File: src/rtl/store_narrow_rmw_pkg.sv
// Shared definitions for the narrowing store unit: size codes, FSM states
// and the alignment rule shared by the FSM.
package store_narrow_rmw_pkg;

    localparam logic [1:0] SZ_BYTE = 2'b00;
    localparam logic [1:0] SZ_HALF = 2'b01;
    localparam logic [1:0] SZ_WORD = 2'b10;
    localparam logic [1:0] SZ_BAD  = 2'b11;

    localparam int CNT_W = 2;

    typedef enum logic [2:0] {
        ST_IDLE  = 3'd0,
        ST_READ  = 3'd1,
        ST_WAIT  = 3'd2,
        ST_WRITE = 3'd3,
        ST_FAIL  = 3'd4
    } state_t;

    // A store is rejected for an illegal size or an address not aligned to its size.
    function automatic logic store_is_bad(input logic [1:0] size, input logic [1:0] off);
        logic bad;
        case (size)
            SZ_HALF: bad = off[0];
            SZ_WORD: bad = (off != 2'b00);
            SZ_BAD:  bad = 1'b1;
            default: bad = 1'b0;
        endcase
        return bad;
    endfunction

endpackage

File: src/rtl/store_lane_merge.sv
// Combinational lane merge: places narrowed store data into the old memory word
// (little-endian) and reports whether truncation discarded information.
module store_lane_merge
    import store_narrow_rmw_pkg::*;
(
    input  logic [1:0]  size,
    input  logic [1:0]  byte_off,
    input  logic        sel,
    input  logic [31:0] wdata,
    input  logic [31:0] old_word,
    output logic [31:0] merged,
    output logic        trunc_ovf
);

    always_comb begin
        merged    = old_word;
        trunc_ovf = 1'b0;
        case (size)
            SZ_BYTE: begin
                case (byte_off)
                    2'd0:    merged[7:0]   = wdata[7:0];
                    2'd1:    merged[15:8]  = wdata[7:0];
                    2'd2:    merged[23:16] = wdata[7:0];
                    default: merged[31:24] = wdata[7:0];
                endcase
                trunc_ovf = (wdata[31:8] != {24{sel & wdata[7]}});
            end
            SZ_HALF: begin
                if (byte_off[1]) begin
                    merged[31:16] = wdata[15:0];
                end else begin
                    merged[15:0] = wdata[15:0];
                end
                trunc_ovf = (wdata[31:16] != {16{sel & wdata[15]}});
            end
            SZ_WORD: merged = wdata;
            default: merged = old_word;
        endcase
    end

endmodule

File: src/rtl/store_narrow_rmw.sv
// Narrowing store unit: word stores write directly, byte/half stores do a
// read-modify-write against word-addressed data memory.
module store_narrow_rmw
    import store_narrow_rmw_pkg::*;
#(
    parameter int RD_LAT = 1,
    parameter int ADDR_W = 32
) (
    input  logic              clk,
    input  logic              rst_n,
    input  logic              req,
    output logic              ready,
    input  logic [1:0]        size,
    input  logic              sel,
    input  logic [ADDR_W-1:0] addr,
    input  logic [31:0]       wdata,
    output logic [ADDR_W-1:0] mem_addr,
    output logic              mem_rd_en,
    input  logic [31:0]       mem_rdata,
    output logic              mem_wr_en,
    output logic [31:0]       mem_wdata,
    output logic              done,
    output logic              err,
    output logic              trunc_ovf
);

    state_t            state_q, state_d;
    logic [CNT_W-1:0]  cnt_q, cnt_d;
    logic [1:0]        size_q, size_d;
    logic              sel_q, sel_d;
    logic [1:0]        off_q, off_d;
    logic [31:0]       wdata_q, wdata_d;
    logic [ADDR_W-1:0] mem_addr_q, mem_addr_d;
    logic              mem_rd_en_q, mem_rd_en_d;
    logic              mem_wr_en_q, mem_wr_en_d;
    logic [31:0]       mem_wdata_q, mem_wdata_d;
    logic              done_q, done_d;
    logic              err_q, err_d;
    logic              trunc_ovf_q, trunc_ovf_d;
    logic              ready_q, ready_d;

    logic              in_idle;
    logic [1:0]        m_size;
    logic [1:0]        m_off;
    logic              m_sel;
    logic [31:0]       m_wdata;
    logic [31:0]       merged;
    logic              merge_trunc;

    // Word stores merge straight from the live inputs at accept; sub-word
    // stores merge from the captured request when read data arrives.
    assign in_idle = (state_q == ST_IDLE);
    assign m_size  = in_idle ? size        : size_q;
    assign m_off   = in_idle ? addr[1:0]   : off_q;
    assign m_sel   = in_idle ? sel         : sel_q;
    assign m_wdata = in_idle ? wdata       : wdata_q;

    store_lane_merge u_merge (
        .size      (m_size),
        .byte_off  (m_off),
        .sel       (m_sel),
        .wdata     (m_wdata),
        .old_word  (mem_rdata),
        .merged    (merged),
        .trunc_ovf (merge_trunc)
    );

    always_comb begin
        state_d     = state_q;
        cnt_d       = cnt_q;
        size_d      = size_q;
        sel_d       = sel_q;
        off_d       = off_q;
        wdata_d     = wdata_q;
        mem_addr_d  = mem_addr_q;
        mem_rd_en_d = 1'b0;
        mem_wr_en_d = 1'b0;
        mem_wdata_d = '0;
        done_d      = 1'b0;
        err_d       = 1'b0;
        trunc_ovf_d = 1'b0;
        case (state_q)
            ST_IDLE: begin
                if (req) begin
                    size_d     = size;
                    sel_d      = sel;
                    off_d      = addr[1:0];
                    wdata_d    = wdata;
                    mem_addr_d = {addr[ADDR_W-1:2], 2'b00};
                    if (store_is_bad(size, addr[1:0])) begin
                        state_d = ST_FAIL;
                        done_d  = 1'b1;
                        err_d   = 1'b1;
                    end else if (size == SZ_WORD) begin
                        state_d     = ST_WRITE;
                        mem_wr_en_d = 1'b1;
                        mem_wdata_d = merged;
                        done_d      = 1'b1;
                    end else begin
                        state_d     = ST_READ;
                        mem_rd_en_d = 1'b1;
                    end
                end
            end
            ST_READ: begin
                state_d = ST_WAIT;
                cnt_d   = CNT_W'(RD_LAT - 1);
            end
            ST_WAIT: begin
                if (cnt_q == '0) begin
                    state_d     = ST_WRITE;
                    mem_wr_en_d = 1'b1;
                    mem_wdata_d = merged;
                    done_d      = 1'b1;
                    trunc_ovf_d = merge_trunc;
                end else begin
                    cnt_d = cnt_q - CNT_W'(1);
                end
            end
            ST_WRITE, ST_FAIL: begin
                state_d    = ST_IDLE;
                mem_addr_d = '0;
            end
            default: state_d = ST_IDLE;
        endcase
        ready_d = (state_d == ST_IDLE);
    end

    always_ff @(posedge clk) begin
        if (!rst_n) begin
            state_q     <= ST_IDLE;
            cnt_q       <= '0;
            size_q      <= '0;
            sel_q       <= 1'b0;
            off_q       <= '0;
            wdata_q     <= '0;
            mem_addr_q  <= '0;
            mem_rd_en_q <= 1'b0;
            mem_wr_en_q <= 1'b0;
            mem_wdata_q <= '0;
            done_q      <= 1'b0;
            err_q       <= 1'b0;
            trunc_ovf_q <= 1'b0;
            ready_q     <= 1'b1;
        end else begin
            state_q     <= state_d;
            cnt_q       <= cnt_d;
            size_q      <= size_d;
            sel_q       <= sel_d;
            off_q       <= off_d;
            wdata_q     <= wdata_d;
            mem_addr_q  <= mem_addr_d;
            mem_rd_en_q <= mem_rd_en_d;
            mem_wr_en_q <= mem_wr_en_d;
            mem_wdata_q <= mem_wdata_d;
            done_q      <= done_d;
            err_q       <= err_d;
            trunc_ovf_q <= trunc_ovf_d;
            ready_q     <= ready_d;
        end
    end

    assign ready     = ready_q;
    assign mem_addr  = mem_addr_q;
    assign mem_rd_en = mem_rd_en_q;
    assign mem_wr_en = mem_wr_en_q;
    assign mem_wdata = mem_wdata_q;
    assign done      = done_q;
    assign err       = err_q;
    assign trunc_ovf = trunc_ovf_q;

endmodule

File: config.mk
export PLATFORM = sky130hd
export DESIGN_NAME = store_narrow_rmw
export DESIGN_NICKNAME = d
export VERILOG_FILES = /design/src/rtl/store_narrow_rmw_pkg.sv /design/src/rtl/store_lane_merge.sv /design/src/rtl/store_narrow_rmw.sv
export SDC_FILE = /design/constraint.sdc
export NUM_CORES = 1
export LEC_CHECK = 0
export CAP_MARGIN = 20
export CORE_MARGIN = 5
export CORE_UTILIZATION = 30
export CTS_CLUSTER_SIZE = 10
export DETAILED_ROUTE_END_ITERATION = 10
export HOLD_SLACK_MARGIN = 0.02
export PLACE_DENSITY_LB_ADDON = 0.1
export SKIP_LAST_GASP = 1
export SYNTH_ARGS = -nofsm -noshare
export SYNTH_HDL_FRONTEND = slang
export SYNTH_HIERARCHICAL = 1
export SYNTH_SLANG_ARGS = --single-unit
File: constraint.sdc
create_clock -name clk -period 6.9 [get_ports clk]
set_input_delay 1.035 -clock clk [delete_from_list [all_inputs] [get_ports clk]]
set_output_delay 1.035 -clock clk [all_outputs]
set_load 0.02 [all_outputs]
=== Yosys cells after proc, flatten, opt, wreduce, memory -nomap -nowiden ===
Index checks and enable logic that the tools add are counted.

* Bits in registers: 112
* Input bits: 102
* Logic and storage cells: 90
* Output and inout port bits: 70

* Muxes and demuxes: 39
* Reduce and logical (&&, ||, !) cells: 16
* Bitwise logic cells: 5
* Equal/unequal tests: 15
* Add/subtract/negate cells: 1

{| class="wikitable"
|+ Operator list
! operator !! number
|-
| $mux 32 || 6
|-
| $pmux 32 s2 || 2
|-
| $pmux 32 s3 || 1
|-
| $mux 16 || 2
|-
| $mux 8 || 4
|-
| $ne 24x24->1 || 1
|-
| $ne 16x16->1 || 1
|-
| $mux 1 || 11
|-
| $mux 3 || 3
|-
| $pmux 3 s3 || 1
|-
| $eq 2x2->1 const B || 4
|-
| $mux 2 || 4
|-
| $eq 2x1->1 const B || 3
|-
| $eq 3x2->1 const B || 2
|-
| $logic_not 2->1 || 3
|-
| $logic_not 3->1 || 2
|-
| $pmux 1 s2 || 3
|-
| $reduce_and 2->1 || 3
|-
| $reduce_and 3->1 || 2
|-
| $reduce_bool 2->1 || 3
|-
| $ne 2x2->1 const B || 2
|-
| $pmux 2 s2 || 1
|-
| $reduce_or 4->1 || 1
|-
| $eq 3x1->1 const B || 1
|-
| 7 further kinds || 10
|}

=== Depth between registers and ports, before layout ===
* Word-level depth: 10
* Gate-level depth with buffers: 11

=== By module ===
Netlist, hierarchy kept.

{| class="wikitable"
|+ Modules (own cells, without submodules)
! module !! area each (µm²) !! cells an instance !! times used
|-
| store_narrow_rmw || 4206.5 || 436 || 1
|-
| store_lane_merge || 1074.8 || 144 || 1
|}

=== Worst setup path after synthesis ===
OpenSTA, ideal clock, no wires.

* Kind: input-to-reg
* From: input size[0]
* To: register mem_wdata_q[10], in the netlist mem_wdata[10]
* Slack: 4.538 ns
* Arrival: 2.236 ns
* Path buffers: 1
* Stages: 8
* Cell sequence: mux2_2 buf_2 nand2_1 o21ai_2 a222oi_1 inv_1 nand2_1 nor2_1

* Cells in the longest elaborated chain, start to end: 7

{| class="wikitable"
|+ RTL lines
! what !! RTL line !! source
|-
| start, declared || store_narrow_rmw.sv:13 || <nowiki>input logic [1:0] size,</nowiki>
|-
| $mux 2 * || store_narrow_rmw.sv:53 || <nowiki>assign m_size = in_idle ? size : size_q;</nowiki>
|-
| $eq 2x2->1 (tied with other cells) || store_lane_merge.sv:18 || <nowiki>case (size)</nowiki>
|-
| $pmux 32 s3 * || store_lane_merge.sv:18 ||
|-
| net merged[10] || store_narrow_rmw.sv:47 || <nowiki>logic [31:0] merged;</nowiki>
|-
| $mux 32 || store_narrow_rmw.sv:94 || <nowiki>end else if (size == SZ_WORD) begin</nowiki>
|-
| $mux 32 || store_narrow_rmw.sv:90 || <nowiki>if (store_is_bad(size, addr[1:0])) begin</nowiki>
|-
| $mux 32 || store_narrow_rmw.sv:84 || <nowiki>if (req) begin</nowiki>
|-
| $pmux 32 s2 * || store_narrow_rmw.sv:82 || <nowiki>case (state_q)</nowiki>
|-
| end signal, assigned || store_narrow_rmw.sv:155 || <nowiki>mem_wdata_q <= mem_wdata_d;</nowiki>
|-
| end, declared || store_narrow_rmw.sv:36 || <nowiki>logic [31:0] mem_wdata_q, mem_wdata_d;</nowiki>
|}

Mark *: on every way through the listed nets, which the timed path passes. The rest lies on a longest branch. The select of a mux whose other input is x is not followed.
A chain may end at the register's enable or synchronous reset.

=== Worst setup path after layout ===
* From: register state_q[0]
* To: register mem_wdata_q[14], in the netlist mem_wdata[14]

{| class="wikitable"
|+ RTL lines
! what !! RTL line !! source
|-
| start, declared || store_narrow_rmw.sv:27 || <nowiki>state_t state_q, state_d;</nowiki>
|-
| start signal, assigned || store_narrow_rmw.sv:146 || <nowiki>state_q <= state_d;</nowiki>
|-
| $logic_not 3->1 * || store_narrow_rmw.sv:52 || <nowiki>assign in_idle = (state_q == ST_IDLE);</nowiki>
|-
| $mux 2 * || store_narrow_rmw.sv:53 ||
|-
| net m_size[1] || store_narrow_rmw.sv:43 || <nowiki>logic [1:0] m_size;</nowiki>
|-
| $eq 2x2->1 (tied with other cells) || store_lane_merge.sv:18 ||
|-
| $pmux 32 s3 * || store_lane_merge.sv:18 ||
|-
| net merged[14] || store_narrow_rmw.sv:47 ||
|-
| $mux 32 || store_narrow_rmw.sv:94 ||
|-
| $mux 32 || store_narrow_rmw.sv:90 ||
|-
| $mux 32 || store_narrow_rmw.sv:84 ||
|-
| $pmux 32 s2 * || store_narrow_rmw.sv:82 ||
|}

Mark *: on every way through the listed nets, which the timed path passes. The rest lies on a longest branch.

==> summary.md <==
| Metric | Value |
|---|---|
| WL final | 16.5 mm |
| Routed len/inst | 17.4 microns |
| Post-CTS sizing | 0 |
| Placer Congestion | 0.809 |
| Worst Tran Pin Value | 0.783 ns |
| Layout cell share with drive strength beyond 1 | 10.1% |
| CTS H-Tree Depth | 3 |
| Hold Path Class | reg -> reg |
| Final Max Tran Viols | 0 |
| CTS tree | yes |
| TritonCTS Buffers | 9 |
| Worst path cell trace | nor3_4 -> buf_4 -> mux2_2 -> nand2b_1 -> o21ai_1 -> a222oi_1 -> inv_1 -> nand2_1 -> nor2_1 |
| Diodes inserted | 0 |
| Iter 0 DRT Violations | 443 |
| Count leader, synth | dfxtp_1 |
| Fin crit share | 51.3% |
| First-pass GRT wire length | 25.6 mm |
| Cts hold-fix bufs | 0 |
| Ys flop type | dfxtp_1 |
| Cell Area, Synth | 0.00528 sq mm |
| Largest net degree at the start of global routing | 83 |
| Relative slew slack | 47.8% |
| FILL cells | 1698 |
| Starting Density | 30.5% |
| Combinational Power Share | 29.9% |
| Share of synthesized registers carrying an async set or reset | 0% |
| Achievable clock frequency | 283 MHz |
| Yosys top cell by area | dfxtp_1 |
| Crit path kind | reg -> reg |
| Switching pwr | 578 uW |
| Total placed cells including tap cells | 933 |
| Arr. time, crit path | 3.83 ns |
| Drt pass-1 iters | 5 |
| Worst Skew | 0.00788 ns |
| Minimum clock period | 3.54 ns |
| CP max FO | 33 |
| Layout Cells excl Fill | 950 |
| Via Count | 4714 |
| Final setup fails | 0 |
| RSZ-0062 raised after global routing | false |
| Critical path's slowest cell | nor3_4 |
| Top cell type's share of synthesized area | 41.7% |
| Vias in the first global route | 4763 |
| Worst setup EP type | flip-flop |
| FF+latch count, synth | 110 |
| Clock Power Share | 31.6% |
| Area delta synth->final | 39.6% |
| Power per cell area | 249 mW/mm^2 |
| Die extent in y | 143 microns |
| Critical Path Source Type | flip-flop |
| Internal power | 1.26 mW |
| Synth Warn # | 6 |
| Most frequent cells after synthesis | dfxtp_1, nand2_1, nor2_1 |
| Setup tns final | 0 ns |
| Die ar. | 0.0204 sq mm |
| Final hold vios | 0 |
| Outcome | finished clean |
| Synthesized netlist cell count | 580 |
| Max rail drop VDD | 0.000139 V |
| Top post-synthesis cells by area | dfxtp_1, mux2_2, nand2_1 |
| Port Buffers | 169 |
| Boundary pin count | 172 |
| Worst-path clk slew | 0.08 ns |
| Number of synthesized flops with an enable pin | 0 |
| Die X | 143 microns |
| Layout Nets | 823 |
| Largest stage delay, worst path | 0.67 ns |
| Avg Cell Area, Syn | 9.11 sq um |
| GRT Resource Usage Total | 15.9% |
| Post-CTS Setup Bufs | 0 |
| CP required | 7.19 ns |
| Yosys cell types | 48 |
| Core Box Area | 0.0173 sq mm |
| Leakage | 2.73 nW |
| Via density | 4.96 |
| Grt ovf | 0 |
| Clk sink count | 110 |
| Initial antenna violation count | 1 |
| Sequential Power Share | 38.4% |
| Number of max-cap violations | 0 |
| CTS Root Cell | clkbuf_16 |
| Post-route ant nets | 0 |
| Max clock buf depth | 2 |
| Final HPWL DP | 12.2 mm |
| Clk_lat worst skew | 0.36 ns |
| Sequential-to-total area share from yosys stat | 41.7% |
| Residual DRC | 0 |
| Sw Share | 31.5% |
| Standard-cell row count | 48 |
==> power groups by stage <==
stage	clock (mW)	combinational, mW	sequential [mW]
2_1_floorplan	0	0.345	0.742
3_3_place_gp	0	0.542	0.719
3_5_place_dp	0	0.549	0.721
4_1_cts	0.603	0.551	0.707
5_1_grt	0.626	0.596	0.713
6_report	0.581	0.550	0.707
==> flip-flops by register name, summed over array words and instances (netlist names) <==
register	cells
mem_wdata	32
mem_rd_en	1
wdata_q	32
err	1
cnt_q	2
state_q	3
ready	1
size_q	2
mem_addr	30
mem_wr_en	1
done	1
sel_q	1
off_q	2
trunc_ovf	1
==> layout by cell type, fill, tap and decap left out, drive strengths merged, types with 2 or more instances in the layout <==
cell type and instances:
nand2 86, clkinv 2, a22o 30, o22ai 10, and3 2, bufinv 2
mux2 53, nor2 46, nor2b 5, nand3b 2, conb 2, nand3 39
mux2i 25, dfxtp 110, clkdlybuf4s50 168, nor4 8, nand2b 4, a21boi 4
inv 13, nor3 2, buf 8, o22a 8, a21oi 5, nor3b 2
a222oi 7, nand4 7, clkbuf 9, o31ai 11, o21ai 42
==> cell type report <==
cell class	count	area [sq um]	share of cell area [%]
clock inverter	7	111	1.51
sequential	110	2200	29.9
clock buffer	9	225	3.05
inverter	10	37.5	0.509
multi-input combinational	413	2770	37.5
tap	225	282	3.82
timing repair buffer	176	1750	23.7
==> routing by layer <==
layer / wire length (microns) / GRT usage (%)
met5: 11 / 0
met4: 194 / 3.85
met3: 1420 / 6.40
met2: 8150 / 27.8
met1: 6760 / 18.3
==> final timing paths <==
kind / end / start / slack (ns) / cells after the start
worst max-delay path: mem_wdata[14] / state_q[0] / 3.36 / 9
worst min-delay path: wdata_q[15] / wdata_q[15] / 0.45 / 2
worst max register to register: mem_wdata[14] / state_q[0] / 3.36 / 9
worst min register to register: wdata_q[15] / wdata_q[15] / 0.45 / 2
==> worst max-delay path: cells and delay by family (launching register included) <==
family | cells | cell delay (ns)
flip-flops | 1 | 0.50
multiplexers | 1 | 0.66
AO/OA/AOI/OAI | 2 | 0.65
AND/OR/NAND/NOR | 4 | 1.09
buffers and inverters | 2 | 0.54
==> stage by stage <==
stage	hold WS, ns	instance area (sq um)	util (%)	power, mW	setup WS [ns]
global placement	0.434	7010	40.5	1.26	3.43
detailed placement	0.437	7030	40.6	1.27	3.35
global route	0.463	7370	42.6	1.93	3.10
floorplan	0.426	5290	-	1.09	4.54
CTS	0.449	7360	42.6	1.86	3.34
finish	0.447	7370	42.6	1.84	3.36
==> cells by family after synthesis <==
kind of cell / count (synthesis) / synth area share [%]
simple gates: 208 / 18.2
compound gates: 124 / 17.3
flops: 110 / 41.7
mux: 78 / 16.0
buf+inv: 58 / 6.40
fa+ha+maj: 1 / 0.237
other cells: 1 / 0.0710
Power figures use the tool's default switching activity.
